$ cat src/rtl/pfb_multichannel_decimator_hls_deadlock_reporter.sv
// Debounces the HLS dataflow deadlock flag and emits one snapshot record per
// confirmed deadlock over a valid/ready port, with a saturating event count.
module pfb_multichannel_decimator_hls_deadlock_reporter #(
  parameter int AXIS_W         = 12,
  parameter int IDLE_W         = 6,
  parameter int IBLK_W         = 3,
  parameter int CONFIRM_CYCLES = 16,
  parameter int TS_W           = 32,
  parameter int CNT_W          = 16
) (
  input  logic              clock,
  input  logic              reset,
  input  logic              block,
  input  logic [AXIS_W-1:0] axis_block_sigs,
  input  logic [IDLE_W-1:0] inst_idle_sigs,
  input  logic [IBLK_W-1:0] inst_block_sigs,
  input  logic              clear,
  output logic              rpt_valid,
  input  logic              rpt_ready,
  output logic [TS_W-1:0]   rpt_timestamp,
  output logic [AXIS_W-1:0] rpt_axis,
  output logic [IDLE_W-1:0] rpt_idle,
  output logic [IBLK_W-1:0] rpt_inst_block,
  output logic              deadlock_active,
  output logic [CNT_W-1:0]  event_count
);

  typedef enum logic [1:0] {
    S_IDLE    = 2'd0,
    S_CONFIRM = 2'd1,
    S_REPORT  = 2'd2,
    S_RELEASE = 2'd3
  } state_t;

  localparam logic [15:0]      RC_LAST = 16'(CONFIRM_CYCLES - 1);
  localparam logic [15:0]      RC_ONE  = 16'd1;
  localparam logic [TS_W-1:0]  TS_ONE  = TS_W'(1);
  localparam logic [CNT_W-1:0] CNT_ONE = CNT_W'(1);

  state_t      state;
  state_t      state_nxt;
  logic [15:0] rc;
  logic [15:0] rc_nxt;
  logic [TS_W-1:0] ts;
  logic        capture;
  logic        handshake;

  // Saturating increment: the count sticks at all-ones instead of wrapping.
  function automatic logic [CNT_W-1:0] sat_inc(input logic [CNT_W-1:0] v);
    if (&v) return v;
    return v + CNT_ONE;
  endfunction

  // State register
  always_ff @(posedge clock) begin
    if (reset) begin
      state <= S_IDLE;
      rc    <= '0;
    end else begin
      state <= state_nxt;
      rc    <= rc_nxt;
    end
  end

  // Next-state logic; clear overrides every transition, including capture
  always_comb begin
    state_nxt = state;
    rc_nxt    = rc;
    capture   = 1'b0;
    handshake = 1'b0;
    case (state)
      S_IDLE: begin
        if (!block) begin
          rc_nxt = '0;
        end else if (CONFIRM_CYCLES == 1) begin
          capture   = 1'b1;
          state_nxt = S_REPORT;
          rc_nxt    = '0;
        end else begin
          rc_nxt    = RC_ONE;
          state_nxt = S_CONFIRM;
        end
      end
      S_CONFIRM: begin
        if (!block) begin
          state_nxt = S_IDLE;
          rc_nxt    = '0;
        end else if (rc == RC_LAST) begin
          capture   = 1'b1;
          state_nxt = S_REPORT;
          rc_nxt    = '0;
        end else begin
          rc_nxt = rc + RC_ONE;
        end
      end
      S_REPORT: begin
        if (rpt_valid && rpt_ready) begin
          handshake = 1'b1;
          state_nxt = S_RELEASE;
          rc_nxt    = '0;
        end
      end
      S_RELEASE: begin
        if (block) begin
          rc_nxt = '0;
        end else if (rc == RC_LAST) begin
          state_nxt = S_IDLE;
          rc_nxt    = '0;
        end else begin
          rc_nxt = rc + RC_ONE;
        end
      end
      default: begin
        state_nxt = S_IDLE;
        rc_nxt    = '0;
      end
    endcase
    if (clear) begin
      state_nxt = S_IDLE;
      rc_nxt    = '0;
      capture   = 1'b0;
      handshake = 1'b0;
    end
  end

  // Output decode of the registered state
  always_comb begin
    deadlock_active = (state == S_REPORT) || (state == S_RELEASE);
  end

  // Snapshot, valid flag, timestamp and event counter
  always_ff @(posedge clock) begin
    if (reset) begin
      ts             <= '0;
      rpt_valid      <= 1'b0;
      rpt_timestamp  <= '0;
      rpt_axis       <= '0;
      rpt_idle       <= '0;
      rpt_inst_block <= '0;
      event_count    <= '0;
    end else begin
      ts <= ts + TS_ONE;
      if (clear) begin
        rpt_valid   <= 1'b0;
        event_count <= '0;
      end else if (capture) begin
        rpt_valid      <= 1'b1;
        rpt_timestamp  <= ts;
        rpt_axis       <= axis_block_sigs;
        rpt_idle       <= inst_idle_sigs;
        rpt_inst_block <= inst_block_sigs;
        event_count    <= sat_inc(event_count);
      end else if (handshake) begin
        rpt_valid <= 1'b0;
      end
    end
  end

endmodule

$ cat config.mk
export PLATFORM = sky130hd
export DESIGN_NAME = pfb_multichannel_decimator_hls_deadlock_reporter
export DESIGN_NICKNAME = d
export VERILOG_FILES = /design/src/rtl/pfb_multichannel_decimator_hls_deadlock_reporter.sv
export SDC_FILE = /design/constraint.sdc
export NUM_CORES = 1
export LEC_CHECK = 0
export ABC_AREA = 1
export ABC_CLOCK_PERIOD_IN_PS = 1600
export CAP_MARGIN = 20
export CORE_UTILIZATION = 48
export CTS_CLUSTER_SIZE = 30
export DETAILED_ROUTE_END_ITERATION = 6
export GPL_TIMING_DRIVEN = 0
export PLACE_DENSITY = 0.76
export SLEW_MARGIN = 20
export SYNTH_ARGS = -nofsm -noshare
export SYNTH_HDL_FRONTEND = slang
export SYNTH_SLANG_ARGS = --single-unit
$ cat constraint.sdc
create_clock -name clock -period 1.6 [get_ports clock]
set_input_delay 0.32 -clock clock [delete_from_list [all_inputs] [get_ports clock]]
set_output_delay 0.32 -clock clock [all_outputs]
set_load 0.01 [all_outputs]
# ---- After elaboration in Yosys (flattened, before gate mapping)
# Cells that the tools add are included.
dict set report classes {
  bitwise 1
  n_mux 27
  reduce_logical 9
  n_eq_ne 10
  addsub 3
}
# operator n
set op_table {}
lappend op_table {{$mux 16} 5}
lappend op_table {{$pmux 16 s4} 1}
lappend op_table {{$add 16x1->16 const B} 2}
lappend op_table {{$add 32x1->32 const B} 1}
lappend op_table {{$eq 16x4->1 const B} 1}
lappend op_table {{$reduce_and 16->1} 1}
lappend op_table {{$mux 1} 14}
lappend op_table {{$mux 2} 6}
lappend op_table {{$ne 2x2->1 const B} 5}
lappend op_table {{$pmux 2 s4} 1}
lappend op_table {{$reduce_and 5->1} 1}
lappend op_table {{$eq 2x2->1 const B} 2}
lappend op_table {{$reduce_and 2->1} 2}
lappend op_table {{$ne 3x3->1 const B} 1}
lappend op_table {{$eq 2x1->1 const B} 1}
lappend op_table {{$logic_not 2->1} 1}
lappend op_table {{$reduce_bool 2->1} 1}
lappend op_table {{$reduce_or 2->1} 1}
lappend op_table {{$logic_and 1x1->1} 1}
lappend op_table {{$logic_or 1x1->1} 1}
lappend op_table {{$not 1->1} 1}
dict set report word_totals {
  register_bits 120
  output_inout_bits 71
  word_cells 59
  inputBits 26
}

# ---- Depth between registers and ports, before layout
dict set report logic_depth {
  ltp_word 10
  ltp_mapped 12
  ltp_nobuf 11
}

# ---- Worst setup path after synthesis
# Ideal clock, no wire load.
dict set report synth_timing {
  path_kind {flip-flop to flip-flop}
  start {reg event_count[1]}
  end {reg event_count[1]}
  arrival_ps 1445
  slack_ps 42
  synth_period_minus_slack_ps 1558
  stages_incl_launch_ff 9
  required_ps 1487
  setup_ps 113
  path_cell_list {dfxtp_1 -> ha_1 -> nand2_1 -> nor3_1 -> nand3_2 -> nand2_4 -> inv_1 -> o21ai_1 -> nor2_1}
}
dict set report synth_via {
  elab_chain_len 7
}
# item line
set synth_rtl {}
lappend synth_rtl {{from (decl)} 25} ;# output logic [CNT_W-1:0] event_count
lappend synth_rtl {{from (signal assigned)} 152} ;# event_count <= sat_inc(event_count);
lappend synth_rtl {{$reduce_and 16->1} 50} ;# if (&v) return v;
lappend synth_rtl {{$mux 1} 50}
lappend synth_rtl {{$mux 1} 146} ;# end else if (capture) begin
lappend synth_rtl {{$mux 1} 143} ;# if (clear) begin
lappend synth_rtl {{$mux 1} 133} ;# if (reset) begin
lappend synth_rtl {{$ne 2x2->1 (no source line)} -}
lappend synth_rtl {{$reduce_and 2->1 (no source line)} -}
# Parallel ways exist; a longest one is shown, timed or not. The select of a mux whose other input is x is not followed.
# A chain may end at the register's enable or synchronous reset.

# ---- Worst setup path after layout
dict set report layout_timing {
  start {reg rc[1]}
  end {reg rpt_timestamp[7]}
}
dict set report layout_via {
  elab_chain_len 6
}
# item line
set layout_rtl {}
lappend layout_rtl {{from (decl)} 42} ;# logic [15:0] rc;
lappend layout_rtl {{from (signal assigned)} 61} ;# rc <= rc_nxt;
lappend layout_rtl {{$eq 16x4->1} 88} ;# end else if (rc == RC_LAST) begin
lappend layout_rtl {{$mux 1} 88}
lappend layout_rtl {{$mux 1} 85} ;# if (!block) begin
lappend layout_rtl {{$mux 1} 71} ;# case (state)
lappend layout_rtl {{$mux 1} 118} ;# if (clear) begin
lappend layout_rtl {{$reduce_and 2->1 (no source line)} -}
lappend layout_rtl {{to (signal assigned)} 148} ;# rpt_timestamp <= ts;
lappend layout_rtl {{to (decl)} 20} ;# output logic [TS_W-1:0] rpt_timestamp,
# No other way between the ends.

==> results.yml <==
place:
  dp_hpwl_um: 9790
  dpl-instance-area_um2: 6760
  port_buffers: 96
  routabilityCongestion: 0.860
setup_path:
  cp-startpoint: "rc[1]$_SDFFE_PP0P_"
  r2r_cells: 10
  crit_type: "flip-flop to flip-flop"
  r2r-end: "rpt_timestamp[7]$_SDFFE_PP0P_"
  crit_path_end_kind: "flip-flop"
  path_max_fanout: 7
  reg2reg_slack_ns: -0.05
  arrival_ns: 2.00
  timing.rr.start: "rc[1]$_SDFFE_PP0P_"
  start_kind: "flip-flop"
  required_ns: 1.95
timing:
  slew_viol_final: 0
  clock.fmax_ghz: 0.607
  final.setup.tns_ns: -0.472
  period_share: 1.03
  fin_hold_ws_ns: 0.407
  setup_slack_ns: -0.0481
  hold_viol: 0
  relSlewSlack: 0.637
  finalCriticalPeriod_ns: 1.65
  finalSetupViolCount: 23
  finClkSkew_ns: 0.0100
  tightest_slew_ns: 0.544
  rsz0062_at_grt: "yes"
cts:
  cts_tree: "done"
  cts.sinks: 120
  cts_root_buf: "clkbuf_16"
  h-tree-depth: 4
  insertion_delay_ns: 0.42
  clock_path_buffers: 2
  numCtsBuffers: 17
  clkTransAtPathRegs_ns: 0.05
grt:
  antenna_found_initial: 0
  grt_overflow: 0
  grt_pass1_wl_um: 23600
  grtUsageTotal: 0.253
  grt_pass1_vias: 5118
  grt_max_degree: 17
synthesis:
  syn_area_um2: 5620
  synth_top_cell_by_area: "dfxtp_1"
  synthesis.nets: 820
  netlist.area_leader.share: 0.428
  syn_area_per_cell_um2: 7.10
  ys_seq_area_frac: 0.428
  ys_top_cells_by_area: "dfxtp_1 43%, nor2_1 9.1%, nand2_1 8.6%, inv_1 6.7%, nand3_1 4.7%"
  yosysWarningCount: 0
  syn_inst: 791
  ys_ff_latch: 120
  ys_types: 33
route:
  remaining_drc_errors: 0
  ant_nets: 0
  avgViaCountPerCell: 5.21
  vias: 5658
  wire_per_inst_um: 13.9
  wl_um: 15100
  dr.pass1.iters: 5
  drt_iter0_markers: 346
worst_hold_path:
  hold_depth: 3
  hold_start: "block"
  min_path_type: "input pin to flip-flop"
  min_to: "rc[0]$_SDFFE_PP0P_"
die:
  fp.dieW_um: 110
  core-area_um2: 11400
  fp.dieH_um: 110
  dieArea_um2: 12100
  std_cell_rows: 39
  io_pins: 97
  start_util: 0.492
finish:
  finish.utilization: 0.707
  nets: 960
  insertedDiodeCount: 0
  layout_common_cells: "118 x nand2_1, 115 x nor2_1, 98 x dfxtp_1"
  final_common_cell: "nand2_1"
  fin_area_um2: 8070
  drive_gt1_frac: 0.232
  synthToLayoutAreaGrowth_pct: 43.6
run_status:
  violations: "setup timing"
  status: "complete, but fails checks"
power_and_ir_drop:
  peakVddDrop_uv: 657
  total_power_mw: 6.95
  power_density_nw_per_um2: 862
  leakagePower_nw: 3.51
run:
  drv_cap: 0
## cells in the mapped netlist
cell	instances
a21oi_1	33
a21oi_2	27
a22oi_1	1
a31oi_1	3
and3_1	1
buf_2	3
buf_4	4
buf_6	6
clkbuf_1	12
clkinv_1	1
dfxtp_1	120
ha_1	3
inv_1	101
inv_2	2
nand2_1	128
nand2_2	3
nand2_4	1
nand3_1	53
nand3_2	3
nand3b_1	2
nand4_1	18
nor2_1	136
nor2_2	2
nor2_4	5
nor3_1	26
nor3_2	2
nor3b_1	3
nor4_1	1
o21ai_0	47
o21ai_1	29
o21bai_1	1
or2_2	3
xor2_1	11
## through the flow
step | std cells | setup slack (ns)
after global placement | 1030 | -0.507
after global routing | 1086 | -0.128
final | 1086 | -0.0481
after CTS | 1073 | -0.0598
after detailed placement | 1030 | -0.526
after floorplan | 791 | 0.0421
## cell families (layout without fill, tap and decap cells)
| logic type | Yosys count | in the layout | share of synthesized area |
|---|---|---|---|
| flops | 120 | 120 | 0.428 |
| xor+xnor | 11 | 11 | 0.0172 |
| buf+inv | 129 | 281 | 0.0976 |
| fa+ha+maj | 3 | 3 | 0.00668 |
| simple gates | 387 | 387 | 0.306 |
| compound gates | 141 | 141 | 0.145 |
## timing repair
action / CTS / global route
gates cloned: 3 / 2
pin swaps: 17 / 26
setup buffers: 10 / 13
setup endpoints to repair: 168 / 111
resized for setup: 154 / 101
hold buffers: 0 / 0
## worst max-delay path, stage by stage, from the launching register on
cell and delay [ns]:
dfxtp_2 0.35, ha_4 0.13, nand4_1 0.10, nor2_2 0.13, nand2_2 0.10, nor2_4 0.14
buf_4 0.14, buf_12 0.15, clkbuf_16 0.16, o21ai_1 0.07, a21oi_2 0.11
## report_power, final
part / leakage (nW) / switching, mW / total, mW / internal (mW)
Combinational: 2.25 / 0.0981 / 0.187 / 0.0887
Sequential: 0.979 / 0.0139 / 3.01 / 3.00
Clock: 0.285 / 1.32 / 3.75 / 2.43
## worst max path at each step
stage / depth (start not counted) / slack, ns / endpoint
detailed placement: 9 / -0.53 / rpt_inst_block[1]$_SDFFE_PP0P_
global route: 9 / -0.13 / rc[14]$_SDFFE_PP0P_
global placement: 9 / -0.51 / rpt_timestamp[0]$_SDFFE_PP0P_
floorplan: 8 / 0.04 / event_count[1]$_SDFFE_PP0P_
CTS: 10 / -0.06 / event_count[3]$_SDFFE_PP0P_
finish: 10 / -0.05 / rpt_timestamp[7]$_SDFFE_PP0P_
## flip-flops by register name, summed over array words and instances, names as in the netlist, named ones only
register        count
rc                 16
ts                 32
rpt_idle            6
rpt_timestamp      32
rpt_axis           12
rpt_valid           1
event_count        16
rpt_inst_block      3
state               1
## cell type report
| type | count | area, um^2 |
|---|---|---|
| well taps | 143 | 179 |
| flip-flops and latches | 120 | 2440 |
| clock buffers | 23 | 488 |
| inverters | 104 | 400 |
| clock inverters | 8 | 95.1 |
| plain buffers | 23 | 223 |
| repair buffers | 123 | 1190 |
| multi-input cells | 542 | 3050 |
| fillers | 941 | 3350 |
## per-layer routing
layer | global-route usage | share of wire
met5 | 0 | 0
met4 | 0.108 | 0.019
met3 | 0.0700 | 0.074
met2 | 0.398 | 0.46
met1 | 0.327 | 0.44
Note: power is estimated with default switching activity, not from simulation.
